$ cat config.mk
export PLATFORM = sky130hd
export DESIGN_NAME = uart_rx_os16
export DESIGN_NICKNAME = d
export VERILOG_FILES = /design/src/rtl/uart_rx_os16.sv
export SDC_FILE = /design/constraint.sdc
export NUM_CORES = 1
export LEC_CHECK = 0
export ABC_AREA = 1
export CAP_MARGIN = 30
export CORE_MARGIN = 10
export CORE_UTILIZATION = 38
export CTS_BUF_LIST = sky130_fd_sc_hd__clkbuf_4 sky130_fd_sc_hd__clkbuf_8 sky130_fd_sc_hd__clkbuf_16
export CTS_CLUSTER_DIAMETER = 150
export DETAILED_ROUTE_END_ITERATION = 10
export SKIP_LAST_GASP = 1
export SYNTH_ARGS = -nofsm -noshare
export SYNTH_HDL_FRONTEND = slang
export SYNTH_SLANG_ARGS = --single-unit
$ cat constraint.sdc
create_clock -name clk_50m -period 1.9 [get_ports clk_50m]
set_input_delay 0.38 -clock clk_50m [delete_from_list [all_inputs] [get_ports clk_50m]]
set_output_delay 0.38 -clock clk_50m [all_outputs]
set_load 0.1 [all_outputs]
$ cat src/rtl/uart_rx_os16.sv
// uart_rx_os16: 8N1 UART receiver on a 16x oversample tick.
// Start bit is qualified at its midpoint; data/stop sampled mid-bit.
module uart_rx_os16 #(
  parameter int DATA_BITS = 8,
  parameter int OS_RATE   = 16
) (
  input  logic                 clk_50m,
  input  logic                 rstn,
  input  logic                 rxclk_en,
  input  logic                 rx,
  input  logic                 rdy_clr,
  output logic [DATA_BITS-1:0] data,
  output logic                 rdy,
  output logic                 frame_err,
  output logic                 overrun
);

  localparam int CW = $clog2(OS_RATE);
  localparam logic [CW-1:0] HALF_M1 = CW'(OS_RATE / 2 - 1);
  localparam logic [CW-1:0] FULL_M1 = CW'(OS_RATE - 1);
  localparam logic [2:0]    LAST    = 3'(DATA_BITS - 1);

  typedef enum logic [1:0] {
    S_IDLE,
    S_START,
    S_DATA,
    S_STOP
  } state_e;

  state_e               state_q;
  logic [CW-1:0]        os_cnt_q;
  logic [2:0]           bit_idx_q;
  logic [DATA_BITS-1:0] shreg_q;
  logic [DATA_BITS-1:0] data_q;
  logic                 rdy_q;
  logic                 ferr_q;
  logic                 ovr_q;
  logic                 rx_m_q;
  logic                 rx_s_q;

  always_ff @(posedge clk_50m or negedge rstn) begin
    if (!rstn) begin
      state_q   <= S_IDLE;
      os_cnt_q  <= '0;
      bit_idx_q <= '0;
      shreg_q   <= '0;
      data_q    <= '0;
      rdy_q     <= 1'b0;
      ferr_q    <= 1'b0;
      ovr_q     <= 1'b0;
      rx_m_q    <= 1'b1;
      rx_s_q    <= 1'b1;
    end else begin
      rx_m_q <= rx;
      rx_s_q <= rx_m_q;

      if (rdy_clr) begin
        rdy_q <= 1'b0;
        ovr_q <= 1'b0;
      end

      // Completion below overrides the clear above on collision.
      if (rxclk_en) begin
        unique case (state_q)
          S_IDLE: begin
            if (!rx_s_q) begin
              state_q  <= S_START;
              os_cnt_q <= CW'(1);
            end
          end
          S_START: begin
            os_cnt_q <= os_cnt_q + 1'b1;
            if (os_cnt_q == HALF_M1) begin
              if (!rx_s_q) begin
                state_q   <= S_DATA;
                os_cnt_q  <= '0;
                bit_idx_q <= '0;
              end else begin
                state_q <= S_IDLE;
              end
            end
          end
          S_DATA: begin
            os_cnt_q <= os_cnt_q + 1'b1;
            if (os_cnt_q == FULL_M1) begin
              shreg_q[bit_idx_q] <= rx_s_q;
              os_cnt_q  <= '0;
              bit_idx_q <= bit_idx_q + 1'b1;
              if (bit_idx_q == LAST) begin
                state_q <= S_STOP;
              end
            end
          end
          S_STOP: begin
            os_cnt_q <= os_cnt_q + 1'b1;
            if (os_cnt_q == FULL_M1) begin
              state_q <= S_IDLE;
              if (rx_s_q) begin
                data_q <= shreg_q;
                rdy_q  <= 1'b1;
                ferr_q <= 1'b0;
                if (rdy_q && !rdy_clr) begin
                  ovr_q <= 1'b1;
                end
              end else begin
                ferr_q <= 1'b1;
              end
            end
          end
          default: state_q <= S_IDLE;
        endcase
      end
    end
  end

  assign data      = data_q;
  assign rdy       = rdy_q;
  assign frame_err = ferr_q;
  assign overrun   = ovr_q;

endmodule

==> results.md <==
* Cell with the most instances after synthesis: nand2_1
* Synthesized Nets at 172
* Ports at 16
* Critical Path, Cell by Cell: ha_1, nand3_2, nor2_4, nand2_4, nor2_8, inv_4, nand2_1, nand2_1
* Die Footprint at 6530 um^2
* Setup TNS at 0 ns
* # rows at 22
* Die Wd at 80.8 um
* Congestion Overflow GR at 0
* FF-to-FF setup slack at 0.46 ns
* H-tree depth at 2
* Commonest cells in the netlist: 64 x nand2_1, 28 x dfrtp_1, 15 x inv_1, 15 x nand3_1, 8 x o21ai_1
* Drt first pass iters at 4
* GPL Wtd Cong at 0.798
* Fmax at 0.694 GHz
* Dpl cells at 227
* Synth-to-layout area growth at 23.6%
* Ys flop type: dfrtp_1
* Drt wl/cell at 11.1 um
* Clk slew on worst S/H paths at 0.06 ns
* HP Start: rx_m_q
* Worst Skew at 0.00245 ns
* Worst r2r dst: data[0]
* Async S/R FF share, synth at 100%
* Setup repair bufs after CTS at 0
* Ant. Diodes at 0
* Final core utilization at 48.1%
* Relative slew slack at 69.9%
* Num CTS Buffers at 5
* Crit path capture type: register
* Slew @ Worst Pin at 0.451 ns
* Top post-synthesis cells by area: dfrtp_1 50%, nand2_1 17%, nand3_1 5.3%
* Synth cell types at 23
* Slowest cell on the critical path: dfrtp_1
* Routed vias at 1,052
* Cells after Synth at 164
* Crit-path max FO at 10
* Max Cap Viol at 0
* Total global-route track usage at 9.30%
* Core ar. at 3610 um^2
* Sinks on the clock net at 30
* CTS Root Cell: clkbuf_8
* Setup CP Type: register to register
* Slew Viols, Final at 0
* Leak at 0.901 nW
* Non-filler cells, final at 235
* Buf/Inv on CP at 1
* Largest net degree at the start of global routing at 31
* Status: finished, final reports clean
* Delay-heaviest family, CP: simple AND/OR/NAND/NOR gates
* Vias in the first global route at 1,033
* #FFs+latches synth at 30
* Fin crit period at 1.44 ns
* Final setup violation count at 0
* Syn_area_per_cell at 8.56 um^2
* Maximum vdd drop at 0.522 mV
* Clk buf depth at 2
* Post-synth EDFFs at 0
* Most common cell on crit path: nand2_1
* Die height at 80.8 um
* Power per cell area at 999 nW/um^2
* IO buf count at 15
* PostCTS Resize Cnt at 0
* CP arrival at 1.62 ns
* First-pass GRT wire length at 4.64 mm
* Crit start category: register
* Worst stage delay on the critical path at 0.37 ns
* FF-to-FF Start: os_cnt_q[1]
* RSZ-0062 raised after global routing: no
* Nets at 194
* Layout cells sized above 1 at 18.7%
* Post-Syn Area at 1400 um^2
* Min-Delay Path Class: register to register
* Final Hold Fails at 0
* Synth Warn # at 0
* Clk_lat worst skew at 0.28 ns
* Antenna Nets Post-Route at 0
* CTS Hold Buffers Added at 0
* Residual DRC at 0
* Final WL at 2.60 mm
* Post-synth top area share at 49.9%
* Initial antenna violation count at 0
* Sequential area share after synthesis at 53.7%
* Synth area leader: dfrtp_1
* HPWL after detailed placement at 1.95 mm
* Req. time, crit path at 2.08 ns
* Worst hold stages at 0
* Vias per std cell at 4.48
* Worst Hold End: rx_s_q
* Reg2reg path depth at 8
* CTS tree: done
* Initial Util at 38.9%
* Final Cycle Share at 75.9%
* DRT iter0 DRCs at 41
[through the flow]
step / setup slack [ns] / cell area, um^2 / power [mW] / hold slack [ns]
after floorplan: 0.585 / 1400 / 1.03 / 0.0844
after global placement: 0.211 / 1630 / 1.10 / 0.347
after detailed placement: 0.174 / 1630 / 1.11 / 0.350
after CTS: 0.439 / 1740 / 1.75 / 0.359
after global routing: 0.300 / 1740 / 1.86 / 0.364
final: 0.458 / 1740 / 1.73 / 0.358
[worst max path at each step]
stage	slack, ns	cells past startpoint	start	end
2_1_floorplan	0.58	8	os_cnt_q[0]	data[0]
3_3_place_gp	0.21	8	rxclk_en	data[4]
3_5_place_dp	0.17	8	rxclk_en	data[0]
4_1_cts	0.44	8	os_cnt_q[1]	data[0]
5_1_grt	0.30	8	os_cnt_q[1]	shreg_q[0]
6_report	0.46	8	os_cnt_q[1]	data[0]
[sequential cells by signal, summed over array words and instances (netlist names), named ones only]
name,flops
bit_idx_q,3
data,8
frame_err,1
os_cnt_q,4
overrun,1
rdy,1
rx_m_q,1
rx_s_q,1
shreg_q,8
state_q,1
[power breakdown]
group          internal, mW  switching [mW]
registers             0.693          0.0645
logic                 0.120           0.227
clock network         0.385           0.244
total                  1.20           0.536
[logic make-up after synthesis]
family / synth area share, %
flops: 53.7
fa+ha+maj: 2.67
compound gates: 6.86
simple gates: 30.7
buf+inv: 5.44
xor+xnor: 0.624
[per-layer routing]
metal	track usage, %	share of wire [%]	vias to the layer above
li1	-	-	563
met1	10.6	48	461
met2	13.9	43	22
met3	4.75	6.4	6
met4	5.19	2.4	0
met5	0	0	-
[layout make-up]
cell class                 count  area, um^2
sequential                    30         753
tap                           48        60.1
multi-input combinational    116         574
fill                         349        1870
clock buffer                   5        68.8
inverter                      17        71.3
timing repair buffer          16         168
clock inverter                 3        40.0
[layout by cell type, fill, tap and decap left out, types with 2 or more instances in the layout]
master	n
nor2_1	6
buf_12	3
clkbuf_8	5
inv_1	15
nand3_2	2
o21ai_1	8
dfstp_2	2
clkdlybuf4s50_1	4
dfrtp_1	28
nand3_1	15
clkinv_2	2
buf_4	9
nand2_1	64
a21oi_1	2
nor2_2	3
ha_1	3
o21ai_0	5
[worst register-to-register path, stage by stage, from the launching register on]
cell and delay [ns]:
dfrtp_1 0.37, ha_1 0.24, nand3_2 0.14, nor2_4 0.15, nand2_4 0.09, nor2_8 0.15, inv_4 0.08, nand2_1 0.07
nand2_1 0.05
Power figures use the tool's default switching activity.
